--- src/rtl/if_stage_if.sv ---
// Instruction memory request/response bundle between the fetch stage (master)
// and instruction memory (slave).
interface if_stage_if;
  logic        instr_req_o;
  logic [31:0] instr_addr_o;
  logic        instr_gnt_i;
  logic        instr_rvalid_i;
  logic [31:0] instr_rdata_i;

  modport master (
    output instr_req_o,
    output instr_addr_o,
    input  instr_gnt_i,
    input  instr_rvalid_i,
    input  instr_rdata_i
  );

  modport slave (
    input  instr_req_o,
    input  instr_addr_o,
    output instr_gnt_i,
    output instr_rvalid_i,
    output instr_rdata_i
  );
endinterface

--- src/rtl/if_stage.sv ---
// Instruction fetch stage: sequential PC generation, req/gnt/rvalid fetch,
// prefetch FIFO, registered output to decode and redirect with in-flight discard.
module if_stage #(
  parameter logic [31:0] BOOT_ADDR       = 32'h0000_0080,
  parameter int          FIFO_DEPTH      = 2,
  parameter int          MAX_OUTSTANDING = 2
) (
  input  logic        clk_i,
  input  logic        rst_ni,
  if_stage_if.master  mem,
  input  logic        branch_i,
  input  logic [31:0] branch_target_i,
  input  logic        id_ready_i,
  output logic        instr_valid_id_o,
  output logic [31:0] instr_rdata_id_o,
  output logic [31:0] pc_id_o
);

  localparam int PTR_W = (FIFO_DEPTH > 1) ? $clog2(FIFO_DEPTH) : 1;
  localparam int CNT_W = PTR_W + 1;
  localparam int OCC_W = CNT_W + 1;
  localparam int OUT_W = $clog2(MAX_OUTSTANDING + 1);
  localparam logic [31:0] NOP = 32'h0000_0013;

  logic [31:0]      fetch_pc;
  logic [31:0]      addr_q;
  logic             held_q;
  logic             stale_q;
  logic             run_q;
  logic [OUT_W-1:0] outstanding;
  logic [OUT_W-1:0] discard;
  logic [31:0]      resp_pc;

  logic [31:0]      fifo_data [FIFO_DEPTH];
  logic [31:0]      fifo_pc   [FIFO_DEPTH];
  logic [PTR_W-1:0] rd_ptr;
  logic [PTR_W-1:0] wr_ptr;
  logic [CNT_W-1:0] fifo_count;

  logic             valid_q;
  logic [31:0]      rdata_q;
  logic [31:0]      pc_q;

  logic [31:0]      target;
  logic             req;
  logic             gnt_fire;
  logic             rvalid;
  logic             drop;
  logic             fifo_push;
  logic             fifo_pop;
  logic             out_load;
  logic [OCC_W-1:0] occupancy;
  logic [OUT_W-1:0] outstanding_nxt;

  assign target   = branch_target_i & 32'hFFFF_FFFC;
  assign rvalid   = mem.instr_rvalid_i;
  assign gnt_fire = req && mem.instr_gnt_i;
  assign drop     = rvalid && (discard != '0);

  assign out_load  = (fifo_count != '0) && (!valid_q || id_ready_i);
  assign fifo_push = rvalid && !drop && !branch_i;
  assign fifo_pop  = out_load && !branch_i;

  // The entry leaving for the output register this cycle frees its slot, which
  // lets a granted-every-cycle memory sustain one instruction per cycle.
  assign occupancy = OCC_W'(fifo_count) - OCC_W'(out_load) + OCC_W'(outstanding);
  assign req       = run_q && (held_q ||
                     ((occupancy < OCC_W'(FIFO_DEPTH)) &&
                      (outstanding < OUT_W'(MAX_OUTSTANDING))));

  assign outstanding_nxt = outstanding + OUT_W'(gnt_fire) - OUT_W'(rvalid);

  assign mem.instr_req_o  = req;
  assign mem.instr_addr_o = held_q ? addr_q : fetch_pc;

  // A stale request was already on the bus when a redirect arrived: it must
  // complete unchanged, its response is dropped and it does not advance fetch_pc.
  always_ff @(posedge clk_i or negedge rst_ni) begin
    if (!rst_ni) begin
      run_q       <= 1'b0;
      held_q      <= 1'b0;
      stale_q     <= 1'b0;
      addr_q      <= BOOT_ADDR;
      fetch_pc    <= BOOT_ADDR;
      outstanding <= '0;
      discard     <= '0;
      resp_pc     <= BOOT_ADDR;
    end else begin
      run_q       <= 1'b1;
      held_q      <= req && !mem.instr_gnt_i;
      stale_q     <= req && !mem.instr_gnt_i && (stale_q || branch_i);
      addr_q      <= mem.instr_addr_o;
      outstanding <= outstanding_nxt;
      if (branch_i) begin
        fetch_pc <= target;
        discard  <= outstanding_nxt;
        resp_pc  <= target;
      end else begin
        if (gnt_fire && !stale_q) fetch_pc <= fetch_pc + 32'd4;
        discard <= discard - OUT_W'(drop) + OUT_W'(gnt_fire && stale_q);
        if (fifo_push) resp_pc <= resp_pc + 32'd4;
      end
    end
  end

  always_ff @(posedge clk_i or negedge rst_ni) begin
    if (!rst_ni) begin
      rd_ptr     <= '0;
      wr_ptr     <= '0;
      fifo_count <= '0;
    end else if (branch_i) begin
      rd_ptr     <= '0;
      wr_ptr     <= '0;
      fifo_count <= '0;
    end else begin
      if (fifo_push) wr_ptr <= wr_ptr + PTR_W'(1);
      if (fifo_pop)  rd_ptr <= rd_ptr + PTR_W'(1);
      fifo_count <= fifo_count + CNT_W'(fifo_push) - CNT_W'(fifo_pop);
    end
  end

  always_ff @(posedge clk_i) begin
    if (fifo_push) begin
      fifo_data[wr_ptr] <= mem.instr_rdata_i;
      fifo_pc[wr_ptr]   <= resp_pc;
    end
  end

  always_ff @(posedge clk_i or negedge rst_ni) begin
    if (!rst_ni) begin
      valid_q <= 1'b0;
      rdata_q <= NOP;
      pc_q    <= '0;
    end else if (branch_i) begin
      valid_q <= 1'b0;
    end else if (out_load) begin
      valid_q <= 1'b1;
      rdata_q <= fifo_data[rd_ptr];
      pc_q    <= fifo_pc[rd_ptr];
    end else if (id_ready_i) begin
      valid_q <= 1'b0;
    end
  end

  assign instr_valid_id_o = valid_q;
  assign instr_rdata_id_o = rdata_q;
  assign pc_id_o          = pc_q;

  fifo_no_overflow: assert property (@(posedge clk_i) disable iff (!rst_ni)
    !(fifo_push && !fifo_pop && (fifo_count == CNT_W'(FIFO_DEPTH))));
  fifo_no_underflow: assert property (@(posedge clk_i) disable iff (!rst_ni)
    !(fifo_pop && (fifo_count == '0)));

endmodule
--- src/flat_wrapper.sv ---
// flat-port wrapper written by rule: the top's interface ports become plain ports
module if_stage_flat 
#(
  parameter logic [31:0] BOOT_ADDR       = 32'h0000_0080,
  parameter int          FIFO_DEPTH      = 2,
  parameter int          MAX_OUTSTANDING = 2
)
  (clk_i, rst_ni, branch_i, branch_target_i, id_ready_i, instr_valid_id_o, instr_rdata_id_o, pc_id_o, mem_instr_req_o, mem_instr_addr_o, mem_instr_gnt_i, mem_instr_rvalid_i, mem_instr_rdata_i);
  if_stage_if mem_i ();
  input  logic clk_i;
  input  logic rst_ni;
  input  logic branch_i;
  input  logic [31:0] branch_target_i;
  input  logic id_ready_i;
  output logic instr_valid_id_o;
  output logic [31:0] instr_rdata_id_o;
  output logic [31:0] pc_id_o;
  output wire logic [$bits(mem_i.instr_req_o)-1:0] mem_instr_req_o;
  output wire logic [$bits(mem_i.instr_addr_o)-1:0] mem_instr_addr_o;
  input wire logic [$bits(mem_i.instr_gnt_i)-1:0] mem_instr_gnt_i;
  input wire logic [$bits(mem_i.instr_rvalid_i)-1:0] mem_instr_rvalid_i;
  input wire logic [$bits(mem_i.instr_rdata_i)-1:0] mem_instr_rdata_i;
  assign mem_instr_req_o = mem_i.instr_req_o;
  assign mem_instr_addr_o = mem_i.instr_addr_o;
  assign mem_i.instr_gnt_i = mem_instr_gnt_i;
  assign mem_i.instr_rvalid_i = mem_instr_rvalid_i;
  assign mem_i.instr_rdata_i = mem_instr_rdata_i;
  if_stage #(.BOOT_ADDR(BOOT_ADDR), .FIFO_DEPTH(FIFO_DEPTH), .MAX_OUTSTANDING(MAX_OUTSTANDING)) u_core (.clk_i(clk_i), .rst_ni(rst_ni), .mem(mem_i), .branch_i(branch_i), .branch_target_i(branch_target_i), .id_ready_i(id_ready_i), .instr_valid_id_o(instr_valid_id_o), .instr_rdata_id_o(instr_rdata_id_o), .pc_id_o(pc_id_o));
endmodule
--- config.mk ---
export PLATFORM = sky130hd
export DESIGN_NAME = if_stage_flat
export DESIGN_NICKNAME = d
export VERILOG_FILES = /design/src/rtl/if_stage_if.sv /design/src/rtl/if_stage.sv /design/src/flat_wrapper.sv
export SDC_FILE = /design/constraint.sdc
export NUM_CORES = 1
export LEC_CHECK = 0
export ABC_AREA = 0
export CORE_ASPECT_RATIO = 0.7
export CORE_MARGIN = 10
export CORE_UTILIZATION = 55
export DETAILED_ROUTE_END_ITERATION = 10
export PLACE_DENSITY = 0.9
export SYNTH_ARGS = -nofsm -noshare
export SYNTH_HDL_FRONTEND = slang
export SYNTH_SLANG_ARGS = --single-unit
--- constraint.sdc ---
create_clock -name clk_i -period 5.4 [get_ports clk_i]
set_input_delay 1.62 -clock clk_i [delete_from_list [all_inputs] [get_ports clk_i]]
set_output_delay 1.62 -clock clk_i [all_outputs]
set_load 0.02 [all_outputs]
==> metrics.cfg <==
[status]
status=completed

[critical_path]
cpMaxStageDelayCell=clkdlybuf4s50_1
slowest_delay_ps=410
crit_path_end_kind=output pin
arrival_ps=3660
crit_family=buffers and inverters
critPathRequiredTime_ps=3780
worst-r2r-cell-count=10
crit_type=in -> out
start_kind=input pin
crit_chain=clkdlybuf4s50_1, nand2b_4, o21ai_0, nor2_1, fa_1, xor2_1, a32oi_4, inv_1, clkdlybuf4s15_2
reg2reg_slack_ps=2270
worstPathMaxFanout=3
r2r-end=u_core.fetch_pc[19]
crit_buf_inv=3
crit_cells=9
reg2reg_from=u_core.fifo_count[1]

[grt]
grt_first_pass_wirelength_um=42770
grt_pass1_vias=7723
grt-ovfl-total=0
grt_use_total_pct=18.87
grt_max_degree=125
antenna_found_initial=0

[yosys]
synthArstFlopShare_pct=57.24
synth_top_area_share_pct=33.74
syn_inst=865
ys_types=50
netlist_top_cells_area=dfrtp_1 (34%), edfxtp_1 (31%), mux2_2 (6.2%)
syn_area_sq_mm=0.01187
ys_ff_latch=290
synth_edf_count=124
synth.most_common_cell=dfrtp_1
synth-seq-area-share_pct=66.44
dominantRegCellSynth=dfrtp_1
yosys_warnings=0
yosys.area.top_type=dfrtp_1
avgSynthCellArea_sq_um=13.72
synth_common_cells=dfrtp_1 (160), edfxtp_1 (124), nor2_1 (82)

[clock_tree]
h-tree-depth=1
cts.sinks=290
clkLatencyLatePin_ps=520
clockBufferDepth=3
cts_made_buffers=27
post-cts-setup-buffers=0
clock-root-buffer=clkbuf_16
clkSlewWorstSetupHoldPaths_ps=60
cts_tree=built

[worst_hold_path]
hold_class=reg -> reg
hold_path_depth=1
whs_endpoint=u_core.addr_q[0]
holdCritStartpoint=u_core.addr_q[0]

[timing]
tns_ps=0
max_freq_ghz=0.1892
fin_crit_sh_pct=97.86
slew_viol_final=0
clock_skew_ps=10.18
tightest_slew_ps=835.2
setup_ws_ps=115.6
hold_viol=0
worst_hold_slack_ps=487.4
rsz0062_at_grt=no
setup_viol=0
finalCriticalPeriod_ps=5284
slew_headroom_pct=43.90

[route]
wl_um=26730
drc=0
wl_per_cell_um=20.19
viasPerCell=5.681
first_pass_iters=5
vias=7522
initialDrtViolationCount=557
ant_nets=0

[pwr]
power_mw=7.138
p_int_mw=4.834
power_density_mw_per_mm2=487.5
leakagePower_nw=5.404
swShare_pct=32.27
switchingPower_mw=2.304
irDropWorstVdd_mv=0.3756
combPwrFrac_pct=32.0
clkPwrFrac_pct=25.0
seq_power_share_pct=43.0

[floorplanning]
die-height_um=142.9
boundaryPins=168
fp.dieArea_sq_mm=0.02795
rows=44
core_area_sq_mm=0.02098
die_w_um=195.6
start_util_pct=56.58

[flow_run]
drv_cap=0

[finish]
final_nets=1108
drive_gt1_share_pct=13.09
fin_cells=1324
syn2layout_area_growth_pct=23.37

[place]
gp_congestion=0.8070
place_ws_ps=-265.1
portBuffers=163
dp_cells=1275
hpwl_um=17840

## state kept, by name, indices dropped and copies added (netlist names)
signal	cells
u_core.fifo_data	64
u_core.instr_valid_id_o	1
u_core.outstanding	2
u_core.discard	2
u_core.stale_q	1
u_core.held_q	1
u_core.rd_ptr	1
u_core.fifo_pc	60
u_core.fifo_count	2
u_core.wr_ptr	1
u_core.addr_q	32
u_core.run_q	1
u_core.fetch_pc	30
u_core.instr_rdata_id_o	32
u_core.pc_id_o	30
u_core.resp_pc	30
## what timing repair did
item	in CTS	in global routing
endpoints found under the hold margin	0	0
gates resized for setup	3	3
endpoints found under the setup margin	1	1
cloned	0	0
hold buffers	0	0
## power groups by stage
stage                     clock [mW]  combinational [mW]  sequential (mW)
final                           1.79                2.28             3.07
after global routing            1.92                2.48             3.13
after CTS                       1.83                2.31             3.07
after detailed placement           0                2.29             3.11
after global placement             0                2.23             3.08
after floorplan                    0                1.04             3.31
## how the worst max path moves through the flow
stage                                  to  startpoint  slack, ps
after floorplan           mem_instr_req_o  id_ready_i        670
after global placement    mem_instr_req_o  id_ready_i       -230
after detailed placement  mem_instr_req_o  id_ready_i       -270
after CTS                 mem_instr_req_o  id_ready_i         40
after global routing      mem_instr_req_o  id_ready_i         60
final                     mem_instr_req_o  id_ready_i        120
## stage by stage
stage,util [%],cell area [sq um]
after floorplan,-,11870
after global placement,65.84,13810
after detailed placement,65.84,13810
after CTS,69.72,14620
after global routing,69.79,14640
final,69.80,14640
## kinds of logic after synthesis
| kind of cell | count (synthesis) | synth area share (%) |
|---|---|---|
| multiplexers | 129 | 11.57 |
| AND/OR/NAND/NOR | 215 | 9.531 |
| flip-flops | 290 | 66.44 |
| AO/OA/AOI/OAI | 110 | 5.324 |
| other | 2 | 0.06328 |
| adder cells (fa/ha/maj) | 10 | 1.118 |
| XOR/XNOR | 53 | 3.911 |
| buffers and inverters | 56 | 2.045 |
## per-layer routing
layer | vias to the layer above | track usage, % | wire length [um]
li1 | 3463 | - | -
met1 | 3807 | 24.83 | 11380
met2 | 213 | 32.09 | 13240
met3 | 39 | 3.766 | 1634
met4 | 0 | 3.726 | 483
met5 | - | 0 | 0
## cells in the final DEF (no fill, tap or decap), drive strengths merged, types with 2 or more instances in the layout
cell	Yosys	layout
and4	5	5
a21oi	71	71
a31oi	11	11
clkinv	0	9
nand4	20	20
dfrtp	160	160
o31a	4	4
dfstp	6	6
nand3	28	28
nor3	11	11
nor2b	3	3
o31ai	2	2
inv	13	13
clkbuf	27	37
ha	9	9
xor2	23	23
edfxtp	124	124
buf	16	14
bufinv	0	2
nor2	82	82
xnor2	30	30
or3	8	8
mux2	65	65
a21boi	3	3
nand2	20	20
and3	9	9
clkdlybuf4s50	0	161
o21ai	11	11
nor4	13	13
o21a	7	7
nand2b	6	6
and2	4	4
conb	2	3
mux2i	64	64
## area by class of cell
type	count	area, sq um
Antenna cell	1	2.502
Clock buffer	37	713.2
Clock inverter	11	98.84
Fill cell	1435	6334
Inverter	13	48.80
Multi-Input combinational cell	520	3775
Sequential cell	290	7889
Tap cell	276	345.3
Timing Repair Buffer	176	1769
## worst register-to-register path: stages, from the launching register on
cell	delay, ps
dfrtp_1	370
inv_1	80
ha_1	330
fa_1	440
xor2_1	270
a32oi_4	170
inv_1	100
buf_4	130
nand3_1	430
or4_1	570
a31oi_1	170
Note: power is estimated with default switching activity, not from simulation.
